[src/rtl/ball_ctrl_pkg.sv]
// ----------------------------------------------------------------------------
// ball_ctrl_pkg : shared playfield geometry and controller state encoding. Rev 1.0
// ----------------------------------------------------------------------------
`default_nettype none

package ball_ctrl_pkg;

  localparam int SCREEN_W  = 160;
  localparam int SCREEN_H  = 120;
  localparam int BALL_SIZE = 2;
  localparam int PLAT_Y    = 110;
  localparam int PLATSIZE  = 16;
  localparam int PLATHALF  = PLATSIZE / 2;
  localparam int LIVES     = 3;

  typedef enum logic [2:0] {
    ST_SERVE  = 3'd0,
    ST_WAIT   = 3'd1,
    ST_MOVE   = 3'd2,
    ST_SETTLE = 3'd3,
    ST_CHECK  = 3'd4,
    ST_LOST   = 3'd5,
    ST_OVER   = 3'd6
  } state_t;

endpackage

`default_nettype wire

[src/rtl/ball_ctrl_move_tick.sv]
// ----------------------------------------------------------------------------
// move_tick : free-running divider, one-cycle tick at terminal count. Rev 1.0
// ----------------------------------------------------------------------------
`default_nettype none

module move_tick #(
  parameter int TICK_DIV = 833333
) (
  input  logic clk,
  input  logic resetn,
  input  logic clr,
  input  logic run,
  output logic tick
);

  localparam int            CW = (TICK_DIV > 1) ? $clog2(TICK_DIV) : 1;
  localparam logic [CW-1:0] TC = CW'(TICK_DIV - 1);

  logic [CW-1:0] cnt;

  always_ff @(posedge clk or negedge resetn) begin
    if (!resetn) begin
      cnt <= '0;
    end else if (clr) begin
      cnt <= '0;
    end else if (run) begin
      cnt <= (cnt == TC) ? '0 : cnt + CW'(1);
    end
  end

  assign tick = run && !clr && (cnt == TC);

endmodule

`default_nettype wire

[src/rtl/ball_ctrl.sv]
// ----------------------------------------------------------------------------
// ball_ctrl : paces ball moves, resolves wall/platform/brick bounces, lives. Rev 1.0
// ----------------------------------------------------------------------------
`default_nettype none

module ball_ctrl #(
  parameter int SCREEN_W  = ball_ctrl_pkg::SCREEN_W,
  parameter int SCREEN_H  = ball_ctrl_pkg::SCREEN_H,
  parameter int BALL_SIZE = ball_ctrl_pkg::BALL_SIZE,
  parameter int PLAT_Y    = ball_ctrl_pkg::PLAT_Y,
  parameter int PLAT_W    = ball_ctrl_pkg::PLATSIZE,
  parameter int TICK_DIV  = 833333,
  parameter int LIVES     = ball_ctrl_pkg::LIVES
) (
  input  logic       clk,
  input  logic       resetn,
  input  logic       go,
  input  logic [9:0] x,
  input  logic [9:0] y,
  input  logic [9:0] platx,
  input  logic       brick_hit,
  input  logic       brick_side,
  output logic       enable,
  output logic       x_du,
  output logic       y_du,
  output logic       plat_col,
  output logic       ball_lost,
  output logic [1:0] lives,
  output logic       game_over
);

  import ball_ctrl_pkg::*;

  localparam logic [10:0] SW11   = 11'(SCREEN_W);
  localparam logic [10:0] RWALL  = 11'(SCREEN_W - BALL_SIZE);
  localparam logic [10:0] TWRAP  = 11'(SCREEN_H + 16);
  localparam logic [10:0] LOSS_Y = 11'(SCREEN_H - BALL_SIZE);
  localparam logic [10:0] BS11   = 11'(BALL_SIZE);
  localparam logic [10:0] BH11   = 11'(BALL_SIZE / 2);
  localparam logic [10:0] PY11   = 11'(PLAT_Y);
  localparam logic [10:0] PW11   = 11'(PLAT_W);
  localparam logic [10:0] PH11   = 11'(PLAT_W / 2);

  state_t      state, state_n;
  logic        enable_n, x_du_n, y_du_n, plat_col_n, ball_lost_n, game_over_n;
  logic [1:0]  lives_n;
  logic        hit_q, side_q, hit_now, side_now;
  logic        tick;
  logic [10:0] x11, y11, px11;
  logic        wall_l, wall_r, wall_t, plat_hit, plat_dir, loss;

  // CHECK also advances the divider so the move period is TICK_DIV+2 cycles.
  move_tick #(.TICK_DIV(TICK_DIV)) u_move_tick (
    .clk    (clk),
    .resetn (resetn),
    .clr    (state == ST_SERVE),
    .run    ((state == ST_WAIT) || (state == ST_CHECK)),
    .tick   (tick)
  );

  assign x11  = {1'b0, x};
  assign y11  = {1'b0, y};
  assign px11 = {1'b0, platx};

  assign wall_l   = (x11 == '0) || (x11 >= SW11);
  assign wall_r   = (x11 >= RWALL) && (x11 < SW11);
  assign wall_t   = (y11 == '0) || (y11 >= TWRAP);
  assign plat_hit = y_du && (y11 + BS11 >= PY11) && (y11 < PY11) &&
                    (x11 + BS11 > px11) && (x11 < px11 + PW11);
  assign plat_dir = (x11 + BH11 >= px11 + PH11);
  assign loss     = y_du && (y11 >= LOSS_Y) && !plat_hit;

  // A brick pulse landing in the CHECK cycle itself is honoured, not dropped.
  assign hit_now  = hit_q | brick_hit;
  assign side_now = brick_hit ? brick_side : side_q;

  always_comb begin
    state_n     = state;
    enable_n    = 1'b0;
    plat_col_n  = 1'b0;
    ball_lost_n = 1'b0;
    x_du_n      = x_du;
    y_du_n      = y_du;
    lives_n     = lives;
    game_over_n = game_over;
    case (state)
      ST_SERVE:  if (go) state_n = ST_WAIT;
      ST_WAIT: begin
        if (tick) begin
          state_n  = ST_MOVE;
          enable_n = 1'b1;
        end
      end
      ST_MOVE:   state_n = ST_SETTLE;
      ST_SETTLE: state_n = ST_CHECK;
      ST_CHECK: begin
        if (wall_l)                    x_du_n = 1'b1;
        else if (wall_r)               x_du_n = 1'b0;
        else if (plat_hit)             x_du_n = plat_dir;
        else if (hit_now && side_now)  x_du_n = ~x_du;
        if (wall_t)                    y_du_n = 1'b1;
        else if (plat_hit)             y_du_n = 1'b0;
        else if (hit_now && !side_now) y_du_n = ~y_du;
        plat_col_n = plat_hit;
        if (loss) begin
          state_n     = ST_LOST;
          ball_lost_n = 1'b1;
        end else begin
          state_n = ST_WAIT;
        end
      end
      ST_LOST: begin
        lives_n = (lives == 2'd0) ? 2'd0 : lives - 2'd1;
        x_du_n  = 1'b1;
        y_du_n  = 1'b0;
        if (lives_n == 2'd0) begin
          state_n     = ST_OVER;
          game_over_n = 1'b1;
        end else begin
          state_n = ST_SERVE;
        end
      end
      ST_OVER:   game_over_n = 1'b1;
      default:   state_n = ST_SERVE;
    endcase
  end

  always_ff @(posedge clk or negedge resetn) begin
    if (!resetn) begin
      state     <= ST_SERVE;
      enable    <= 1'b0;
      x_du      <= 1'b1;
      y_du      <= 1'b0;
      plat_col  <= 1'b0;
      ball_lost <= 1'b0;
      lives     <= 2'(LIVES);
      game_over <= 1'b0;
    end else begin
      state     <= state_n;
      enable    <= enable_n;
      x_du      <= x_du_n;
      y_du      <= y_du_n;
      plat_col  <= plat_col_n;
      ball_lost <= ball_lost_n;
      lives     <= lives_n;
      game_over <= game_over_n;
    end
  end

  always_ff @(posedge clk or negedge resetn) begin
    if (!resetn) begin
      hit_q  <= 1'b0;
      side_q <= 1'b0;
    end else if (state == ST_CHECK) begin
      hit_q  <= 1'b0;
    end else if (brick_hit && (state != ST_SERVE) && (state != ST_OVER)) begin
      hit_q  <= 1'b1;
      side_q <= brick_side;
    end
  end

endmodule

`default_nettype wire

[config.mk]
export PLATFORM = sky130hd
export DESIGN_NAME = ball_ctrl
export DESIGN_NICKNAME = d
export VERILOG_FILES = /design/src/rtl/ball_ctrl_pkg.sv /design/src/rtl/ball_ctrl_move_tick.sv /design/src/rtl/ball_ctrl.sv
export SDC_FILE = /design/constraint.sdc
export NUM_CORES = 1
export LEC_CHECK = 0
export CAP_MARGIN = 0
export CELL_PAD_IN_SITES_DETAIL_PLACEMENT = 1
export CELL_PAD_IN_SITES_GLOBAL_PLACEMENT = 1
export CORE_UTILIZATION = 45
export CTS_CLUSTER_DIAMETER = 50
export CTS_CLUSTER_SIZE = 25
export DETAILED_ROUTE_END_ITERATION = 10
export PLACE_DENSITY = 0.85
export SYNTH_ARGS = -nofsm -noshare
export SYNTH_HDL_FRONTEND = slang
export SYNTH_SLANG_ARGS = --single-unit
export TNS_END_PERCENT = 30
[constraint.sdc]
create_clock -name clk -period 5.1 [get_ports clk]
set_input_delay 1.53 -clock clk [delete_from_list [all_inputs] [get_ports clk]]
set_output_delay 1.53 -clock clk [all_outputs]
set_load 0.03 [all_outputs]
Word-level counts from Yosys, hierarchy flattened
Cells that the tools add are included.
Operators by class
  add/sub/neg operators: 7
  multipliers: 0
  divide/modulo/power cells: 0
  magnitude comparators: 10
  equality and inequality tests: 13
  shift-type cells: 0
  muxes and demuxes: 28
  bitwise gates (word level): 5
  reduce and logical (&&, ||, !) cells: 34
Operators by type and width (count)
  $mux W20: 3
  $ge A10 B8 Y1 const B: 3
  $add A10 B2 Y11 const B: 2
  $logic_not A11 Y1: 2
  $pmux W3 S7: 1
  $add A20 B1 Y20 const B: 1
  $eq A20 B20 Y1 const B: 1
  $mux W1: 16
  $logic_and A1 B1 Y1: 13
  $mux W3: 4
  $add A10 B1 Y11 const B: 1
  $add A10 B4 Y11 const B: 1
  $add A10 B5 Y11 const B: 1
  $ge A11 B11 Y1: 1
  $ge A11 B7 Y1 const B: 1
  $gt A11 B10 Y1: 1
  $lt A10 B11 Y1: 1
  $ge A10 B7 Y1 const B: 1
  $lt A10 B7 Y1 const B: 1
  $lt A10 B8 Y1 const B: 1
  $eq A3 B3 Y1 const B: 3
  $reduce_and A2 Y1: 4
  $reduce_bool A2 Y1: 4
  $eq A3 B2 Y1 const B: 2
  other kinds (16): 28
Storage, ports and cells
  register bits: 33
  bits in latches: 0
  memory bits (writable): 0
  ROM bits: 0
  bits of input ports: 35
  output and inout port bits: 8
  logic and storage cells: 108
  memories: 0

Longest topological paths before layout
  depth after elaboration: 10
  gate-level depth with buffers: 14
  gate-level depth less buffers: 13

By module
Synthesis repeated with hierarchy kept, for this count alone.
Second synthesis, totals
  cells, all modules: 375
  area total of the unflattened synthesis: 3140.5 sq um
Modules (own cells, without submodules)
  ball_ctrl: instances 1, cells each 241, area an instance 1931.9 sq um, seq. area each 329.1 sq um
  move_tick: instances 1, cells each 134, area an instance 1208.7 sq um, seq. area each 500.5 sq um

Worst setup path after synthesis
Ideal clock, no wire load.
  path kind: input to register
  from: input x[1]
  to: register x_du
  setup time: 0.082 ns
  arrival: 3.845 ns
  data required time: 5.018 ns
  path slack: 1.173 ns
  stages: 12
  buffers on the path: 0
  path through: ha_1 -> and3_1 -> and3_1 -> nand3_1 -> xnor2_1 -> ha_1 -> nand3_1 -> mux2i_1 -> o22a_1 -> or3_1 -> o211a_1 -> a211o_1
Between the ends
  word-level cells in the longest chain between the ends: 8
  elaborated cells on any way between the ends: 19
  classes of those cells: 2 x add/sub; 6 x order compare; 1 x eq/ne; 4 x mux; 6 x reduce/logical
Ends and longest elaborated chain
  start, declared: line ball_ctrl.sv:18  | input logic [9:0] x,
  $add A10 B2 Y11: line ball_ctrl.sv:69  | (x11 + BS11 > px11) && (x11 < px11 + PW11);
  $gt A11 B10 Y1: line ball_ctrl.sv:69
  $logic_and A1 B1 Y1: line ball_ctrl.sv:68  | assign plat_hit = y_du && (y11 + BS11 >= PY11) && (y11 < PY11) &&
  $logic_and A1 B1 Y1: line ball_ctrl.sv:69
  $mux W1: line ball_ctrl.sv:99  | else if (plat_hit) x_du_n = plat_dir;
  $mux W1: line ball_ctrl.sv:98  | else if (wall_r) x_du_n = 1'b0;
  $mux W1: line ball_ctrl.sv:97  | if (wall_l) x_du_n = 1'b1;
  $pmux W1 S2: line ball_ctrl.sv:86  | case (state)
  end signal, assigned: line ball_ctrl.sv:141  | x_du <= x_du_n;
  end, declared: line ball_ctrl.sv:24  | output logic x_du,
Parallel ways exist; a longest one is shown, timed or not.
A chain may end at the register's enable or synchronous reset.

Worst setup path after layout
  from: input x[4]
  to: register x_du
The elaborated chain is that of the path after synthesis.

==> flow_metrics.tcl <==
set metrics [dict create \
    postCtsSetupBuffers 0 \
    critical_path.startpoint_type "input pin" \
    ys_seq_elements 33 \
    postSynthAreaPerCell_sq_um 8.37 \
    h_tree_levels 2 \
    netSwitchingFraction_pct 29.8 \
    ctsResizeCount 0 \
    power.share.clock_pct 32.7 \
    status "finished clean" \
    syn-num-nets 442 \
    syn_inst 368 \
    finalNetCount 484 \
    dominant_synthesized_flop_cell "sky130_fd_sc_hd__dfrtp_1" \
    finalSetupViolCount 0 \
    grt_setup_unrepaired "false" \
    tritoncts_buffer_count 5 \
    synth.yosys.seq_area_share_pct 26.9 \
    initial_cell_density_of_the_core_pct 47.4 \
    global_route.overflow_total 0 \
    clk_pin_slew_worst_paths_ps 70 \
    die_boundary_height_microns 84.7 \
    post_synth_num_cell_types 62 \
    area_growth_pct 18.8 \
    dr.first_iter.drc_count 129 \
    ffs_w_async_s_r_synth_pct 100 \
    route.detailed.vias_per_inst 6.01 \
    max_slew.worst_pin.slew_ps 919 \
    top_post_synthesis_cells_by_area "sky130_fd_sc_hd__dfrtp_1 24%, sky130_fd_sc_hd__ha_1 16%, sky130_fd_sc_hd__xnor2_1 5.7%" \
    setup-tns-final_ps 0 \
    layout_cell_share_with_drive_strength_beyond_1_pct 7.30 \
    path_delay_family "compound AO/OA/AOI/OAI gates" \
    synth_enable_flop_cells 0 \
    timing.critical_path.fanout_max 6 \
    rr_worst_depth 6 \
    timing.clock.skew_ps 5.53 \
    placedCellCount 480 \
    grt_first_pass_wirelength_microns 14600 \
    final_hold_viol_count 0 \
    leakage_nw 1.57 \
    boundaryPins 43 \
    vdd_ir_drop_max_mv 0.181 \
    yosys-top-cells-count "40 x sky130_fd_sc_hd__nand2_1, 39 x sky130_fd_sc_hd__ha_1, 30 x sky130_fd_sc_hd__dfrtp_1" \
    first_pass_iters 6 \
    yosysWarnings 0 \
    maximum_number_of_pins_on_one_net_before_global_route_repair 34 \
    antenna-diode-count 0 \
    post-route-period-util_pct 87.5 \
    worst_slew_margin_rel_pct 38.6 \
    yosys.area.top_type_share_pct 24.4 \
    min_path_cells 1 \
    tritoncts "done" \
    hpwlAfterDp_microns 6610 \
    postCtsHoldBufs 0 \
    gpl_wtd_cong 0.857 \
    power.share.sequential_pct 40.7 \
    r2r-end "u_move_tick.cnt[13]$_DFFE_PN0P_" \
    worstPathBufferInverterCount 1 \
    route.vias.total 2933 \
    post-route-util_pct 56.3 \
    worstSetupEndpointType "flip-flop" \
    timing_max_transition_violations_final 0 \
    dieWidth_microns 84.7 \
    netSwitchingPower_w 0.000200 \
    hold_path_startpoint "game_over$_DFFE_PN0P_" \
    power_per_cell_area_mw_per_mm2 183 \
    core_region_area_sq_mm 0.00649 \
    remaining_drc_errors 0 \
    min_period_ps 4460 \
    hold_class "flip-flop to flip-flop" \
    timing.setup.critical_path_class "input pin to flip-flop" \
    die_area_sq_mm 0.00718 \
    maxCapViolations 0 \
    worst_ep_required_time_ps 5320 \
    cp_cell_sequence "clkdlybuf4s50_1 -> and3_1 -> and3_1 -> nand3_1 -> xnor2_1 -> ha_1 -> a21oi_1 -> nand2_1 -> a2111oi_0 -> o22a_1 -> or3_1 -> o311ai_1 -> a211o_1" \
    post_synth_instance_area_sq_mm 0.00308 \
    avgRoutedWirePerCell_microns 17.4 \
    pwr-share-comb_pct 26.6 \
    numPortBuffers 42 \
    min_to "game_over$_DFFE_PN0P_" \
    worst_path_most_repeated_cell "sky130_fd_sc_hd__and3_1" \
    regToRegStartpoint "u_move_tick.cnt[2]$_DFFE_PN0P_" \
    crit_path_max_incr_delay_ps 650 \
    yosys.area.top_type "sky130_fd_sc_hd__dfrtp_1" \
    largest_buffer_count_on_any_clock_path 2 \
    worstPathArrival_ps 4690 \
    grt_pass1_vias 3069 \
    holdWs_ps 460 \
    route.final.wire_length_microns 8480 \
    root_buffer "sky130_fd_sc_hd__clkbuf_8" \
    floorplan.rows 29 \
    max_freq_mhz 224 \
    yosys.cell_count.top_type "sky130_fd_sc_hd__nand2_1" \
    global_route.usage.total_pct 25.6 \
    clock_latency_ps 290 \
    cts.sink_count 33 \
    worst-r2r-setup-slack_ps 2220 \
    stdcell_count 488 \
    intPower_w 0.000471 \
    grt_antenna_before_repair 0 \
    crit_slowest_cell "sky130_fd_sc_hd__clkdlybuf4s50_1" \
    antenna_violating_nets_post_route 0 \
]
final cells by class:
type | instances | area (sq um)
well taps | 77 | 96.3
clock inverters | 1 | 5.00
clock buffers | 7 | 96.3
inverters | 22 | 82.6
repair buffers | 46 | 450
fillers | 803 | 2840
multi-input cells | 302 | 2100
flip-flops and latches | 33 | 830
metrics by stage:
step	cell area, sq um	worst slack [ps]	total power, W
floorplan	3080	1170	0.000376
global placement	3560	505	0.000449
detailed placement	3560	328	0.000456
CTS	3660	646	0.000678
global route	3660	376	0.000707
finish	3660	635	0.000671
cells in the final DEF (no fill, tap or decap), types with 2 or more instances in the layout:
| cell type | synthesis | final |
|---|---|---|
| sky130_fd_sc_hd__clkdlybuf4s50_1 | 0 | 42 |
| sky130_fd_sc_hd__nand2_1 | 40 | 40 |
| sky130_fd_sc_hd__ha_1 | 39 | 39 |
| sky130_fd_sc_hd__dfrtp_1 | 30 | 30 |
| sky130_fd_sc_hd__nand3_1 | 27 | 27 |
| sky130_fd_sc_hd__nor2_1 | 25 | 25 |
| sky130_fd_sc_hd__o21ai_1 | 21 | 21 |
| sky130_fd_sc_hd__xnor2_1 | 20 | 20 |
| sky130_fd_sc_hd__inv_1 | 20 | 20 |
| sky130_fd_sc_hd__o21ai_0 | 14 | 14 |
| sky130_fd_sc_hd__nor3_1 | 12 | 12 |
| sky130_fd_sc_hd__and3_1 | 10 | 10 |
| sky130_fd_sc_hd__a21oi_1 | 10 | 10 |
| sky130_fd_sc_hd__xor2_1 | 8 | 8 |
| sky130_fd_sc_hd__nand4_1 | 7 | 7 |
| sky130_fd_sc_hd__clkbuf_8 | 1 | 7 |
| sky130_fd_sc_hd__o31ai_1 | 6 | 6 |
| sky130_fd_sc_hd__nor4_1 | 4 | 4 |
| sky130_fd_sc_hd__a22o_1 | 4 | 4 |
| sky130_fd_sc_hd__buf_4 | 2 | 4 |
| sky130_fd_sc_hd__and4_1 | 3 | 3 |
| sky130_fd_sc_hd__a21o_1 | 3 | 3 |
| sky130_fd_sc_hd__nand2b_1 | 3 | 3 |
| sky130_fd_sc_hd__dfstp_2 | 3 | 3 |
| sky130_fd_sc_hd__nand3_2 | 2 | 2 |
| sky130_fd_sc_hd__inv_2 | 2 | 2 |
| sky130_fd_sc_hd__a211oi_1 | 2 | 2 |
| sky130_fd_sc_hd__a2111oi_0 | 2 | 2 |
| sky130_fd_sc_hd__o22a_1 | 2 | 2 |
| sky130_fd_sc_hd__nand4b_1 | 2 | 2 |
| sky130_fd_sc_hd__nor4b_1 | 2 | 2 |
| sky130_fd_sc_hd__a211o_1 | 2 | 2 |
| sky130_fd_sc_hd__or4_1 | 2 | 2 |
| sky130_fd_sc_hd__nor2b_1 | 2 | 2 |
| sky130_fd_sc_hd__mux2_2 | 2 | 2 |
| sky130_fd_sc_hd__o41ai_1 | 2 | 2 |
worst max path at each step:
stage / from / endpoint / slack (ps) / cells after the start
final: x[4] / x_du$_DFFE_PN1P_ / 640 / 13
after global routing: x[1] / x_du$_DFFE_PN1P_ / 380 / 14
after CTS: platx[4] / x_du$_DFFE_PN1P_ / 650 / 12
after detailed placement: x[3] / x_du$_DFFE_PN1P_ / 330 / 13
after global placement: x[1] / x_du$_DFFE_PN1P_ / 510 / 14
after floorplan: x[1] / x_du$_DFFE_PN1P_ / 1170 / 12
metal layers:
layer / vias up / routed length (microns) / GRT usage, %
met3: 10 / 243 / 3.83
met1: 1451 / 4150 / 34.5
met5: - / 0 / 0
met2: 42 / 3990 / 42.9
met4: 0 / 93 / 6.93
li1: 1430 / - / -
power by group through the flow:
| stage | clock [W] | sequential, W | combinational, W |
|---|---|---|---|
| global route | 0.000235 | 0.000274 | 0.000198 |
| detailed placement | 0 | 0.000278 | 0.000178 |
| finish | 0.000219 | 0.000273 | 0.000179 |
| global placement | 0 | 0.000278 | 0.000171 |
| CTS | 0.000226 | 0.000273 | 0.000179 |
| floorplan | 0 | 0.000285 | 0.0000914 |
registers in the layout, indices dropped and copies added (netlist names):
name / flops
y_du: 1
hit_q: 1
enable: 1
x_du: 1
plat_col: 1
side_q: 1
u_move_tick.cnt: 20
state: 3
lives: 2
game_over: 1
ball_lost: 1
worst register-to-register path: stages, from the launching register on:
cell	delay [ps]
sky130_fd_sc_hd__dfrtp_1	410
sky130_fd_sc_hd__nand2_1	150
sky130_fd_sc_hd__nor4_1	310
sky130_fd_sc_hd__nand4_1	500
sky130_fd_sc_hd__nand2_1	900
sky130_fd_sc_hd__o21ai_0	220
sky130_fd_sc_hd__a22o_1	280
cells by family after synthesis:
kind of cell	count (synthesis)	synth area share, %
compound gates	82	17.5
xor+xnor	28	7.96
fa+ha+maj	40	16.2
buf+inv	33	4.91
flops	33	26.9
mux	3	1.06
simple gates	149	25.4
Power figures use the tool's default switching activity.
